--- config.mk ---
export PLATFORM = sky130hd
export DESIGN_NAME = shift_add_multiplier_flat
export DESIGN_NICKNAME = d
export VERILOG_FILES = /design/src/rtl/shift_add_multiplier_if.sv /design/src/rtl/shift_add_multiplier.sv /design/src/flat_wrapper.sv
export SDC_FILE = /design/constraint.sdc
export NUM_CORES = 1
export LEC_CHECK = 0
export BUFFER_PORTS_ARGS = -buffer_cell sky130_fd_sc_hd__buf_2
export CORE_MARGIN = 4
export CORE_UTILIZATION = 40
export CTS_CLUSTER_DIAMETER = 100
export DETAILED_ROUTE_END_ITERATION = 12
export GPL_TIMING_DRIVEN = 0
export PLACE_DENSITY = 0.59
export SYNTH_ARGS = -nofsm -noshare
export SYNTH_HDL_FRONTEND = slang
export SYNTH_SLANG_ARGS = --single-unit
--- constraint.sdc ---
create_clock -name clk -period 4.97 [get_ports clk]
set_input_delay 0.994 -clock clk [delete_from_list [all_inputs] [get_ports clk]]
set_output_delay 0.994 -clock clk [all_outputs]
set_load 0.02 [all_outputs]
--- src/rtl/shift_add_multiplier_if.sv ---
// Start/busy/done handshake and operand/result bus for the shift-and-add multiplier.
interface shift_add_multiplier_if #(
    parameter int unsigned WIDTH = 4
) ();
    logic               start;
    logic [WIDTH-1:0]   A;
    logic [WIDTH-1:0]   B;
    logic               busy;
    logic               done;
    logic [2*WIDTH-1:0] Product;

    modport master (
        output start, A, B,
        input  busy, done, Product
    );

    modport slave (
        input  start, A, B,
        output busy, done, Product
    );
endinterface

--- src/rtl/shift_add_multiplier.sv ---
// Sequential unsigned WIDTH x WIDTH multiplier: one ripple-carry partial-product add per clock.
module shift_add_multiplier #(
    parameter int unsigned WIDTH = 4
) (
    input logic                  clk,
    input logic                  rst_n,
    shift_add_multiplier_if.slave bus
);
    localparam int unsigned CntW = $clog2(WIDTH + 1);

    typedef enum logic [1:0] {StIdle, StRun, StDone} state_e;

    state_e               state_q, state_d;
    logic [WIDTH-1:0]     mcand_q, mcand_d;
    logic [2*WIDTH:0]     acc_q, acc_d;
    logic [CntW-1:0]      cnt_q, cnt_d;
    logic [2*WIDTH-1:0]   product_q, product_d;
    logic                 busy_q, busy_d;
    logic                 done_q, done_d;

    logic [WIDTH-1:0]     hi, lo, addend, sum;
    logic [WIDTH:0]       carry;
    logic                 cout;

    assign hi       = acc_q[2*WIDTH-1:WIDTH];
    assign lo       = acc_q[WIDTH-1:0];
    assign addend   = lo[0] ? mcand_q : '0;
    assign carry[0] = 1'b0;

    for (genvar i = 0; i < WIDTH; i++) begin : g_fa
        assign sum[i]     = hi[i] ^ addend[i] ^ carry[i];
        assign carry[i+1] = (hi[i] & addend[i]) | (carry[i] & (hi[i] ^ addend[i]));
    end

    // The stored guard bit is always clear after a shift; folding it in keeps it observed.
    assign cout = carry[WIDTH] | acc_q[2*WIDTH];

    always_comb begin
        state_d   = state_q;
        mcand_d   = mcand_q;
        acc_d     = acc_q;
        cnt_d     = cnt_q;
        product_d = product_q;
        busy_d    = busy_q;
        done_d    = 1'b0;
        unique case (state_q)
            StIdle: begin
                if (bus.start) begin
                    mcand_d = bus.A;
                    acc_d   = {1'b0, {WIDTH{1'b0}}, bus.B};
                    cnt_d   = '0;
                    busy_d  = 1'b1;
                    state_d = StRun;
                end
            end
            StRun: begin
                acc_d = {1'b0, cout, sum, lo[WIDTH-1:1]};
                cnt_d = cnt_q + CntW'(1);
                if (cnt_q == CntW'(WIDTH - 1)) begin
                    product_d = acc_d[2*WIDTH-1:0];
                    done_d    = 1'b1;
                    state_d   = StDone;
                end
            end
            StDone: begin
                busy_d  = 1'b0;
                state_d = StIdle;
            end
            default: begin
                busy_d  = 1'b0;
                state_d = StIdle;
            end
        endcase
    end

    always_ff @(posedge clk or negedge rst_n) begin
        if (!rst_n) begin
            state_q   <= StIdle;
            mcand_q   <= '0;
            acc_q     <= '0;
            cnt_q     <= '0;
            product_q <= '0;
            busy_q    <= 1'b0;
            done_q    <= 1'b0;
        end else begin
            state_q   <= state_d;
            mcand_q   <= mcand_d;
            acc_q     <= acc_d;
            cnt_q     <= cnt_d;
            product_q <= product_d;
            busy_q    <= busy_d;
            done_q    <= done_d;
        end
    end

    assign bus.busy    = busy_q;
    assign bus.done    = done_q;
    assign bus.Product = product_q;
endmodule
--- src/flat_wrapper.sv ---
// flat-port wrapper written by rule: the top's interface ports become plain ports
module shift_add_multiplier_flat 
#(
    parameter int unsigned WIDTH = 4
)
  (clk, rst_n, bus_start, bus_A, bus_B, bus_busy, bus_done, bus_Product);
  shift_add_multiplier_if #(.WIDTH(WIDTH)) bus_i ();
  input logic clk;
  input logic rst_n;
  input wire logic [$bits(bus_i.start)-1:0] bus_start;
  input wire logic [$bits(bus_i.A)-1:0] bus_A;
  input wire logic [$bits(bus_i.B)-1:0] bus_B;
  output wire logic [$bits(bus_i.busy)-1:0] bus_busy;
  output wire logic [$bits(bus_i.done)-1:0] bus_done;
  output wire logic [$bits(bus_i.Product)-1:0] bus_Product;
  assign bus_i.start = bus_start;
  assign bus_i.A = bus_A;
  assign bus_i.B = bus_B;
  assign bus_busy = bus_i.busy;
  assign bus_done = bus_i.done;
  assign bus_Product = bus_i.Product;
  shift_add_multiplier #(.WIDTH(WIDTH)) u_core (.clk(clk), .rst_n(rst_n), .bus(bus_i));
endmodule
Yosys cells after proc, flatten, opt, wreduce, memory -nomap -nowiden
Cells that the tools add are included.

cells by class
  add/sub/neg operators = 1
  equality and inequality tests = 4
  muxes and demuxes = 12
  bitwise logic cells = 19
  reductions and logical operators = 7

operator list
  kind                   count
  $pmux W9 S2            1
  $reduce_and A2 Y1      5
  $mux W9                1
  $and A1 B1 Y1          7
  $xor A1 B1 Y1          7
  $pmux W3 S2            1
  $mux W2                2
  $mux W4                1
  $or A1 B1 Y1           4
  $pmux W2 S2            1
  $add A3 B1 Y3 const B  1
  $eq A3 B2 Y1 const B   1
  $mux W1                3
  $mux W3                1
  $eq A2 B1 Y1 const B   1
  $logic_not A2 Y1       1
  $ne A2 B1 Y1 const B   1
  $ne A2 B2 Y1 const B   1
  $pmux W1 S2            1
  $reduce_bool A2 Y1     1
  $not A1 Y1             1

word-level totals
  bits in registers = 28
  input bits = 11
  output and inout port bits = 10
  logic and storage cells = 50

Longest topological paths before layout
Gate-level depths: netlist of run 1.

  depth in word-level cells = 10
  mapped depth = 7
  depth with buffers taken out = 7

Least setup slack after synthesis of run 1
No wires, ideal clock.

  kind = reg2reg
  start point = register u_core.acc_q[0]
  end point = register u_core.product_q[6] (netlist: u_core.bus.Product[6])
  library setup time = 0.079 ns
  data arrival time = 2.017 ns
  required time = 4.891 ns
  slack = 2.873 ns
  cell stages (with the launch flop) = 8
  path buffers = 0
  period minus slack after synthesis = 2.097 ns
  path through = dfrtp_1 > and2_1 > ha_1 > fa_1 > fa_1 > inv_1 > fa_1 > mux2i_1

between the ends
  cells in the longest elaborated chain, start to end = 7
  elaborated cells on any way between the ends = 12
  classes of those cells = 1 x mux; 11 x bitwise

ends and longest elaborated chain
  item                                                   RTL line                    text
  start: declaration                                     shift_add_multiplier.sv:15  logic [2*WIDTH:0] acc_q, acc_d;
  start signal: assignment                               shift_add_multiplier.sv:80  acc_q <= '0;
  start signal: assignment                               shift_add_multiplier.sv:88  acc_q <= acc_d;
  $mux W4 *                                              shift_add_multiplier.sv:27  assign addend = lo[0] ? mcand_q : '0;
  $and A1 B1 Y1 / $xor A1 B1 Y1 (equally long branches)  shift_add_multiplier.sv:32  assign carry[i+1] = (hi[i] & addend[i]) | (carry[i] & (hi[i] ^ addend[i]));
  $and A1 B1 Y1                                          shift_add_multiplier.sv:32
  $or A1 B1 Y1                                           shift_add_multiplier.sv:32
  $and A1 B1 Y1                                          shift_add_multiplier.sv:32
  $or A1 B1 Y1                                           shift_add_multiplier.sv:32
  $xor A1 B1 Y1 *                                        shift_add_multiplier.sv:31  assign sum[i] = hi[i] ^ addend[i] ^ carry[i];
  end signal: assignment                                 shift_add_multiplier.sv:90  product_q <= product_d;
  end: declaration                                       shift_add_multiplier.sv:17  logic [2*WIDTH-1:0] product_q, product_d;

Mark *: on every way between the ends. The rest lies on a longest branch, timed or not.
A chain may end at the register's enable or synchronous reset.

Worst setup path in the final report of run 1
  start point = register u_core.acc_q[0]
  end point = register u_core.acc_q[6]

between the ends
  cells in the longest elaborated chain, start to end = 8
  elaborated cells on any way between the ends = 13
  classes of those cells = 2 x mux; 11 x bitwise

ends and longest elaborated chain
  item                                                   RTL line                    text
  $mux W4 *                                              shift_add_multiplier.sv:27
  $and A1 B1 Y1 / $xor A1 B1 Y1 (equally long branches)  shift_add_multiplier.sv:32
  $and A1 B1 Y1                                          shift_add_multiplier.sv:32
  $or A1 B1 Y1                                           shift_add_multiplier.sv:32
  $and A1 B1 Y1                                          shift_add_multiplier.sv:32
  $or A1 B1 Y1                                           shift_add_multiplier.sv:32
  $xor A1 B1 Y1 *                                        shift_add_multiplier.sv:31
  $pmux W9 S2 *                                          shift_add_multiplier.sv:46  unique case (state_q)

Marks and branches as above.

==> results of run 1 <==
metal layers:
layer / share of wire, % / GRT usage (%)
met1: 48 / 13.6
met2: 47 / 17.7
met3: 4.7 / 4.09
met4: 0.89 / 2.43
met5: 0 / 0
worst min-delay path by stage:
stage | end | slack [ns] | depth (start not counted) | start
5_1_grt | u_core.cnt_q[0] | 0.52 | 1 | u_core.cnt_q[0]
2_1_floorplan | u_core.cnt_q[0] | 0.46 | 1 | u_core.cnt_q[0]
4_1_cts | u_core.cnt_q[0] | 0.50 | 1 | u_core.cnt_q[0]
6_report | u_core.cnt_q[0] | 0.49 | 1 | u_core.cnt_q[0]
3_3_place_gp | u_core.cnt_q[0] | 0.46 | 1 | u_core.cnt_q[0]
3_5_place_dp | u_core.cnt_q[0] | 0.48 | 1 | u_core.cnt_q[0]
cell families (layout without fill, tap and decap cells):
group / Yosys count / count (layout) / synth area share, %
DFF: 27 / 27 / 55.5
muxes: 13 / 13 / 13.6
and+or+nand+nor: 13 / 13 / 8.32
AOI/OAI and AO/OA: 14 / 14 / 9.87
buffers and inverters: 12 / 36 / 4.73
adders and majority gates: 6 / 6 / 8.02
sequential cells by signal, indices dropped and copies added, names as in the netlist:
name,cells
u_core.acc_q,8
u_core.bus.Product,8
u_core.cnt_q,3
u_core.bus.busy,1
u_core.bus.done,1
u_core.state_q,2
u_core.mcand_q,4
layout by cell type, fill, tap and decap left out:
master      synthesis  routed
nor3b_2             1       1
fa_1                3       3
nor2b_1             1       1
buf_6               1       1
mux2_4              6       6
buf_1               1       1
clkbuf_2            1       1
a21oi_1             2       2
o22ai_1             2       2
clkinvlp_4          0       1
mux2_2              4       4
buf_4               1       1
o221a_2             4       4
nand2b_1            2       2
a22o_1              3       3
inv_1               8       8
o2bb2ai_1           1       1
o21ba_2             1       1
mux2i_1             3       3
or4b_1              4       4
buf_2               0      20
dfrtp_1            27      27
o21bai_1            1       1
nand3b_1            1       1
and2_1              3       3
ha_1                3       3
clkbuf_4            0       3
nand2_1             1       1
worst register-to-register path, delay by kind of cell (launching register included):
| kind | cells | cell delay [ns] |
|---|---|---|
| fa+ha+maj | 4 | 1.36 |
| flops | 1 | 0.44 |
| simple gates | 1 | 0.16 |
| compound gates | 1 | 0.14 |
| buf+inv | 1 | 0.08 |
metrics by stage:
stage	cell area, um^2	hold slack, ns
CTS	1390	0.495
global route	1390	0.524
detailed placement	1360	0.476
floorplan	1220	0.457
global placement	1360	0.465
finish	1390	0.493
power by group:
part | total, W | switching (W) | internal (W)
clock | 0.0000953 | 0.0000645 | 0.0000308
combinational | 0.000450 | 0.000215 | 0.000236
sequential | 0.000385 | 0.0000608 | 0.000324
area by class of cell:
class                      instances  area share [%]
buffer                             4            1.99
timing repair buffer              20            7.22
clock inverter                     1           0.542
tap                               31            2.80
multi-input combinational         46            34.9
sequential                        27            48.7
inverter                           8            2.17
clock buffer                       3            1.62
==> results.md, run 1 <==
* Synthesized Nets at 102
* Synthesis-stage register bit count at 27
* Vias per cell at 5.14
* Slew @ Worst Pin at 0.593 ns
* Largest cells by area after synthesis: dfrtp_1, mux2_4, fa_1, mux2_2, o221a_2
* Chip height at 63.2 um
* Worst min path class: reg2reg
* Synth warnings at 0
* Num rows at 19
* Final ANT Viol Nets at 0
* PortBufs at 20
* Synth-to-layout area growth at 13.9%
* Commonest register cell after synthesis: dfrtp_1
* Slowest cell on the critical path: dfrtp_1
* Hold Buf Count CTS at 0
* Share of the synthesized area in the top cell type at 55.5%
* Setup CP Type: reg2reg
* Final Power at 0.000931 W
* Number of library cell types mapped by synthesis at 25
* Initial Util at 43.0%
* Routability Congestion at 0.745
* Relative slew slack at 60.4%
* Data required, critical path at 5.24 ns
* First-pass DRT Iterations at 2
* Worst Setup SP: u_core.acc_q[0]
* CTS-repair resized insts at 0
* Core ar. at 0.00283 mm^2
* Largest stage delay, worst path at 0.44 ns
* Worst slack, placed at 2.73 ns
* Max Root-Sink Buffers at 2
* Syn Std Cell Area at 0.00122 mm^2
* Final setup fails at 0
* H-tree Lvls at 1
* I/O pin count at 21
* Ant diodes at 0
* R2r startpoint: u_core.acc_q[0]
* Fillcell total at 250
* P per Cell Area at 672 mW/mm^2
* FF/Latch Area at 676 um^2
* Asr flop ratio synth at 100%
* Cell Chain, Critical Path: and2_1 -> ha_1 -> fa_1 -> fa_1 -> inv_1 -> fa_1 -> o2bb2ai_1
* Fin crit share at 44.6%
* Most Frequent Cell on Critical Path: fa_1
* Final WL at 2010 um
* Sequential share of the synthesized area at 55.5%
* Total Routing Usage GR at 10.8%
* Buf/Inv on CP at 1
* Fmax achieved at 0.451 GHz
* Post-Route Setup TNS at 0 ns
* Leakage power at 0.686 nW
* CTS tree: built
* Wire length of the first global-routing pass at 3370 um
* Core Util, Final at 49.0%
* Post-Syn Area per Cell at 14.3 um^2
* Worst path depth at 7
* Die Wd at 63.2 um
* Layout cells sized above 1 at 39.4%
* Vias in the first global route at 731
* Post-Place Cells at 136
* Non-Filler Instances at 140
* Total of max-cap violations at 0
* PnR worst setup slack at 2.75 ns
* Crit start category: flip-flop
* Grt ovf at 0
* Root Buffer Master: clkbuf_4
* Post-CTS setup buffer count at 0
* Pin count of the biggest net entering global routing at 28
* Worst Setup End Kind: flip-flop
* Count leader, synth: dfrtp_1
* Vias at 720
* Critical Path AT at 2.49 ns
* EDFF count, synth at 0
* Status: complete, no violations
* Clock Skews at 0.0142 ns
* Clock sink count at 27
* Fin. max-slew vios at 0
* R2r setup slk at 2.75 ns
* DR DRC count at 0
* Post-layout min period at 2.22 ns
* DRT iter0 DRCs at 25
* Worst R2R End: u_core.acc_q[6]
* Final nets at 127
* Hold Fails Final Rpt at 0
* Reg clk slew, reported paths at 0.15 ns
* Clock latency on the worst-skew pair at 0.33 ns
* R2R cell count at 7
* Detailed Place HPWL at 1510 um
* Syn Inst Count at 85
* Die area at 0.00399 mm^2
* RSZ-0062 raised after global routing: false
* Initial antenna violation count at 0
* CP Max Fanout at 5
* TritonCTS buffer count at 3
* CP delay by family, top: adder cells
* Worst vdd ir at 0.323 mV
* Drt wl/cell at 14.4 um
* Multi-input gate area at 484 um^2
* Yosys top cell by area: dfrtp_1
* Post-synth top cells: dfrtp_1, inv_1, mux2_4
* Worst setup path end: u_core.acc_q[6]
(Power assumes the default switching activity.)
==> run 2, diff against run 1 <==
PLACE_DENSITY = 0.61   (was 0.59)
clock period = 1.79 ns   (was 4.97 ns; I/O delays follow)
==> run 2 against run 1 <==
Effect of this change:
- the run now ends with negative setup slack left
- die area stayed put
- register-to-register slack worse by 3.1 ns
- count of clock-buffer cells in the layout stayed put
- core utilization is 1.9 points higher
- sequential cell count stayed put
- cell count is 1.4% higher
- design area is 3.9% higher
- setup slack worse by 3.1 ns
- total power grew to 2.9 times the previous value
- maximum frequency is 4.5% higher
==> results.md, run 2 (synthesis gave the netlist of run 1 again) <==
* Status: complete, but fails checks
* Failing checks: negative setup slack
* Switching share of power at 36.9% (+0.38 points)
* Die area at 0.00399 mm^2 (unchanged)
* Hold Fails Final Rpt at 0 (unchanged)
* CP Max Fanout at 3 (-2)
* Highest Signal Layer: met4
* Post-layout min period at 2.12 ns (-0.0953 ns)
* Total Routing Usage GR at 12.1% (+1.3 points)
* Slew @ Worst Pin at 0.608 ns (+0.0144 ns)
* Detailed Place HPWL at 1560 um (+3.3%)
* RSZ-0062 raised after global routing: true
* Pin count of the biggest net entering global routing at 28 (unchanged)
* Drt wl/cell at 15.6 um (+8.7%)
* Hold Buf Count CTS at 0 (unchanged)
* Fin. max-slew vios at 0 (unchanged)
* Layout cells sized above 1 at 47.7% (+8.3 points)
* Final nets at 129 (+1.6%)
* Worst slack, placed at -0.359 ns (-3.09 ns)
* Final setup fails at 6 (+6)
* Met3 wire len at 103 um (+8.4%)
* DRT iter0 DRCs at 26 (+4.0%)
* Commonest non-fill, non-tap cell in the layout: dfrtp_1
* DR DRC count at 0 (unchanged)
* Worst min path class: in2async
* Clock Skews at 0.00502 ns (-0.00922 ns)
* Vias at 749 (+4.0%)
* Total of max-cap violations at 0 (unchanged)
* P per Cell Area at 1900 mW/mm^2 (+180%)
* First-pass DRT Iterations at 4 (+2)
* Met2 WL post-DR at 1110 um (+18%)
* Worst vdd ir at 0.707 mV (+120%)
* CTS tree: built
* CP delay by family, top: adder cells
* I/O pin count at 21 (unchanged)
* Synth-to-layout area growth at 18.3%
* Met1 Routed Length at 991 um (+3.2%)
* Post-Route Setup TNS at -0.940 ns (-0.940 ns)
* Final Power at 0.00274 W (+190%)
* Fmax achieved at 0.471 GHz (+4.5%)
* Data required, critical path at 2.06 ns (-3.18 ns)
* Grt ovf at 0 (unchanged)
* Buf/Inv on CP at 1 (unchanged)
* TritonCTS buffer count at 3 (unchanged)
* Cell Chain, Critical Path: and2_4 -> ha_4 -> fa_2 -> fa_2 -> inv_2 -> fa_2 -> mux2i_1
* Worst Setup End Kind: flip-flop
* Core ar. at 0.00283 mm^2 (unchanged)
* Vias in the first global route at 829 (+13%)
* Largest stage delay, worst path at 0.45 ns (about the same)
* H-tree Lvls at 1 (unchanged)
* Crit start category: flip-flop
* PnR worst setup slack at -0.333 ns (-3.08 ns)
* Fin crit share at 119% (+74 points)
* Internal at 0.00173 W (+190%)
* Commonest cells after routing, fill and taps aside: dfrtp_1, buf_2, inv_1, mux2_4
* Die Wd at 63.2 um (unchanged)
* Setup CP Type: reg2reg
* Root Buffer Master: clkbuf_4
* Reg clk slew, reported paths at 0.16 ns (about the same)
* Final ANT Viol Nets at 0 (unchanged)
* Ant diodes at 0 (unchanged)
* Slowest cell on the critical path: dfrtp_1
* Clock Power Share at 10.2% (about the same)
* Num rows at 19 (unchanged)
* Switching pwr at 0.00101 W (+200%)
* Relative slew slack at 59.5% (-0.96 points)
* Leakage power at 0.699 nW (+1.9%)
* Initial Util at 43.0% (unchanged)
* Clock latency on the worst-skew pair at 0.33 ns (about the same)
* Clock sink count at 27 (unchanged)
* Critical Path AT at 2.39 ns (-0.10 ns)
* Combinational share of power at 50.5% (+2.1 points)
* Initial antenna violation count at 0 (unchanged)
* Sequential Power Share at 39.3% (-2.1 points)
* PortBufs at 20 (unchanged)
* Max Root-Sink Buffers at 2 (unchanged)
* Vias per cell at 5.27 (+2.6%)
* Wire length of the first global-routing pass at 3780 um (+12%)
* Most Frequent Cell on Critical Path: fa_2
* Final WL at 2220 um (+10%)
* Chip height at 63.2 um (unchanged)
* Routability Congestion at 0.718 (-3.5%)
run 2: metrics by stage:
stage	hold WS (ns)	cells	area [um^2]	util, %
floorplan	0.0624	85	1220	-
global placement	0.395	136	1360	48.2
detailed placement	0.408	136	1360	48.2
CTS	0.0262	141	1400	49.5
global route	0.0345	142	1440	50.9
finish	0.00536	142	1440	50.9
run 2: power groups by stage:
stage / Combinational (W) / Sequential (W) / Clock (W)
CTS: 0.00132 / 0.00107 / 0.000288
detailed placement: 0.00130 / 0.00109 / 0
global placement: 0.00127 / 0.00108 / 0
global route: 0.00153 / 0.00112 / 0.000315
floorplan: 0.000876 / 0.00117 / 0
finish: 0.00138 / 0.00108 / 0.000279
run 2: path summary, 6_finish.rpt:
kind / start / endpoint / slack [ns] / cells past startpoint
max reg2reg: u_core.acc_q[0] / u_core.bus.Product[6] / -0.33 / 7
min: rst_n / u_core.bus.Product[1] / 0.005 / 1
max in group asynchronous: rst_n / u_core.acc_q[7] / 1.38 / 1
min reg2reg: u_core.cnt_q[0] / u_core.cnt_q[0] / 0.51 / 1
max: u_core.acc_q[0] / u_core.bus.Product[6] / -0.33 / 7
min in group clk: bus_A[3] / u_core.mcand_q[3] / 0.24 / 2
run 2: repair_timing:
action / in CTS / in global routing
resized for setup: 0 / 6
setup endpoints to repair: 6 / 6
buffers inserted: 1 / 1
hold endpoints to repair: 0 / 0
pin swaps: 1 / 1
run 2: area by class of cell:
type,instances,area [um^2]
repair buffers,22,119
clock inverters,1,7.51
inverters,8,30.0
flip-flops and latches,27,676
fillers,259,1390
multi-input cells,46,519
clock buffers,3,22.5
plain buffers,4,27.5
well taps,31,38.8
run 2: layer usage:
| metal | global-route usage [%] | up-vias |
|---|---|---|
| li1 | - | 352 |
| met1 | 14.4 | 378 |
| met2 | 20.9 | 17 |
| met3 | 2.31 | 2 |
| met4 | 5.66 | 0 |
| met5 | 0 | - |
==> run 3, diff against run 2 <==
==> constraint.sdc (replaced) <==
create_clock -name clk -period 1.79 [get_ports clk]
set_input_delay 0.2685 -clock clk [delete_from_list [all_inputs] [get_ports clk]]
set_output_delay 0.2685 -clock clk [all_outputs]
set_load 0.02 [all_outputs]
==> run 3 against run 2 <==
Effect of this change:
- the flow still finishes with violations (negative setup slack)
- die area stayed put
- core utilization is 0.35 points higher
- design area is 0.70% higher
- combinational power hardly changed
- global-route usage stayed put
- count of clock-buffer cells in the layout stayed put
- sequential share of layout area is 0.32 points lower
- total power hardly changed
- sequential power hardly changed
- critical path type unchanged
- highest routed layer unchanged
==> results.md, run 3 (synthesis gave the netlist of run 1 again) <==
* Status: complete, but fails checks
* Failing checks: negative setup slack
* Largest stage delay, worst path at 0.45 ns (about the same)
* Worst Setup SP: u_core.acc_q[0]
* Design Area, Final at 0.00145 mm^2 (+0.70%)
* Total of max-cap violations at 0 (unchanged)
* Synth-to-layout area growth at 19.1%
* Core ar. at 0.00283 mm^2 (unchanged)
* DRT iter0 DRCs at 26 (unchanged)
* RSZ-0062 raised after global routing: true
* H-tree Lvls at 1 (unchanged)
* Fillcell total at 257 (-0.77%)
* Final nets at 130 (+0.78%)
* Worst R2R End: u_core.bus.Product[6]
* Final WL at 2230 um (+0.54%)
* First-pass DRT Iterations at 4 (unchanged)
* Fmax achieved at 0.471 GHz (about the same)
* Leakage power at 0.703 nW (+0.60%)
* Final ANT Viol Nets at 0 (unchanged)
* TritonCTS buffer count at 3 (unchanged)
* Buf/Inv on CP at 1 (unchanged)
* Vias per cell at 5.25 (-0.43%)
* Grt ovf at 0 (unchanged)
* Detailed Place HPWL at 1560 um (unchanged)
* Most Frequent Cell on Critical Path: fa_2
* Pin count of the biggest net entering global routing at 28 (unchanged)
* Routability Congestion at 0.718 (unchanged)
* Vias at 751 (+0.27%)
* Slew @ Worst Pin at 0.609 ns (+0.00168 ns)
* Hold Fails Final Rpt at 0 (unchanged)
* Setup CP Type: reg2reg
* Worst hold path startpoint: bus_A[3]
* Num rows at 19 (unchanged)
* Drt wl/cell at 15.6 um (-0.16%)
* Initial Util at 43.0% (unchanged)
* Worst path depth at 7 (unchanged)
* CP Max Fanout at 3 (unchanged)
* Die Wd at 63.2 um (unchanged)
* DR DRC count at 0 (unchanged)
* Data required, critical path at 2.06 ns (about the same)
* Slowest cell on the critical path: dfrtp_1
* Commonest non-fill, non-tap cell in the layout: dfrtp_1
* Post-layout min period at 2.12 ns (-0.00000800 ns)
* Hold slack final at 0.155 ns (+0.150 ns)
* Area post-placement at 0.00136 mm^2 (unchanged)
* Chip height at 63.2 um (unchanged)
* Worst min path class: in2reg
* Relative slew slack at 59.4% (-0.11 points)
* PnR worst setup slack at -0.333 ns (+0.00000800 ns)
* Final Power at 0.00274 W (about the same)
* PortBufs at 20 (unchanged)
* Max Root-Sink Buffers at 2 (unchanged)
* Clock sink count at 27 (unchanged)
* Ant diodes at 0 (unchanged)
* Wire length of the first global-routing pass at 3780 um (unchanged)
* Clock Skews at 0.00501 ns (-0.00000527 ns)
* CP delay by family, top: adder cells
* Final setup fails at 6 (unchanged)
* Layout cells sized above 1 at 47.3% (-0.43 points)
* Vias in the first global route at 829 (unchanged)
* I/O pin count at 21 (unchanged)
* Root Buffer Master: clkbuf_4
* Worst Setup End Kind: flip-flop
* Crit start category: flip-flop
* Reg clk slew, reported paths at 0.16 ns (about the same)
* Commonest cells after routing, fill and taps aside: dfrtp_1, buf_2, inv_1, mux2_4
* Fin crit share at 119% (about the same)
* R2r setup slk at -0.33 ns (about the same)
* Worst vdd ir at 0.707 mV (unchanged)
* P per Cell Area at 1890 mW/mm^2 (-0.62%)
* Fin. max-slew vios at 0 (unchanged)
* Critical Path AT at 2.39 ns (about the same)
* Worst setup path end: u_core.bus.Product[6]
* R2R cell count at 7 (unchanged)
* Initial antenna violation count at 0 (unchanged)
* Total Routing Usage GR at 12.1% (unchanged)
* Cell Chain, Critical Path: and2_4 -> ha_4 -> fa_2 -> fa_2 -> inv_2 -> fa_2 -> mux2i_1
* CTS tree: built
* Die area at 0.00399 mm^2 (unchanged)
* Clock latency on the worst-skew pair at 0.33 ns (about the same)
* R2r startpoint: u_core.acc_q[0]
-- run 3: cell count changes in the layout (fill, tap and decap cells not counted), sizes merged --
| cell | before | now |
|---|---|---|
| dlygate4sd3 | 0 | 1 |
-- run 3: cell type report --
| class | instances | area, um^2 | area share [%] |
|---|---|---|---|
| buffer | 4 | 27.5 | 1.90 |
| clock buffer | 3 | 22.5 | 1.55 |
| clock inverter | 1 | 7.51 | 0.518 |
| inverter | 8 | 30.0 | 2.07 |
| multi-input combinational | 46 | 519 | 35.8 |
| sequential | 27 | 676 | 46.6 |
| tap | 31 | 38.8 | 2.67 |
| timing repair buffer | 23 | 129 | 8.89 |
-- run 3: routing by layer --
| metal | vias to the layer above | part of all wire [%] | routed length (um) | track usage [%] |
|---|---|---|---|---|
| met5 | - | 0 | 0 | 0 |
| met4 | 0 | 0.81 | 18 | 5.66 |
| met3 | 2 | 4.4 | 98 | 2.31 |
| met2 | 17 | 50 | 1110 | 20.9 |
| met1 | 378 | 45 | 1000 | 14.4 |
| li1 | 354 | - | - | - |
-- run 3: per-stage QoR --
| stage | setup slack, ns | TNS (ns) | instances | util [%] |
|---|---|---|---|---|
| finish | -0.333 | -0.940 | 143 | 51.3 |
| global placement | -0.327 | -0.917 | 136 | 48.2 |
| detailed placement | -0.359 | -1.04 | 136 | 48.2 |
| CTS | -0.339 | -0.944 | 142 | 49.9 |
| floorplan | -0.230 | -0.473 | 85 | - |
| global route | -0.403 | -1.21 | 143 | 51.3 |
-- run 3: worst min-delay path by stage --
stage / to / cells past startpoint / slack, ns
after floorplan: u_core.acc_q[0] / 0 / -0.03
after global placement: u_core.bus.Product[1] / 1 / 0.31
after detailed placement: u_core.bus.Product[1] / 1 / 0.32
after CTS: u_core.mcand_q[1] / 2 / 0.15
after global routing: u_core.mcand_q[1] / 2 / 0.13
final: u_core.mcand_q[3] / 2 / 0.16
-- run 3: what timing repair did --
| item | 4_1_cts | 5_1_grt |
|---|---|---|
| pin swaps | 1 | 1 |
| resized for setup | 0 | 6 |
| hold buffers | 1 | 0 |
| buffers inserted | 1 | 1 |
| endpoints found under the hold margin | 27 | 0 |
| gates cloned | 0 | 0 |
| endpoints found under the setup margin | 6 | 6 |
-- run 3: worst reg2reg max path, cell delays in order (launching register included) --
cell and delay, ns:
dfrtp_1 0.45, and2_4 0.16, ha_4 0.15, fa_2 0.33
fa_2 0.34, inv_2 0.06, fa_2 0.44, mux2i_1 0.13
-- run 3: power breakdown --
| group | total [W] | internal [W] | switching (W) |
|---|---|---|---|
| Sequential | 0.00108 | 0.000900 | 0.000177 |
| Combinational | 0.00139 | 0.000744 | 0.000642 |
| Clock | 0.000279 | 0.0000856 | 0.000194 |
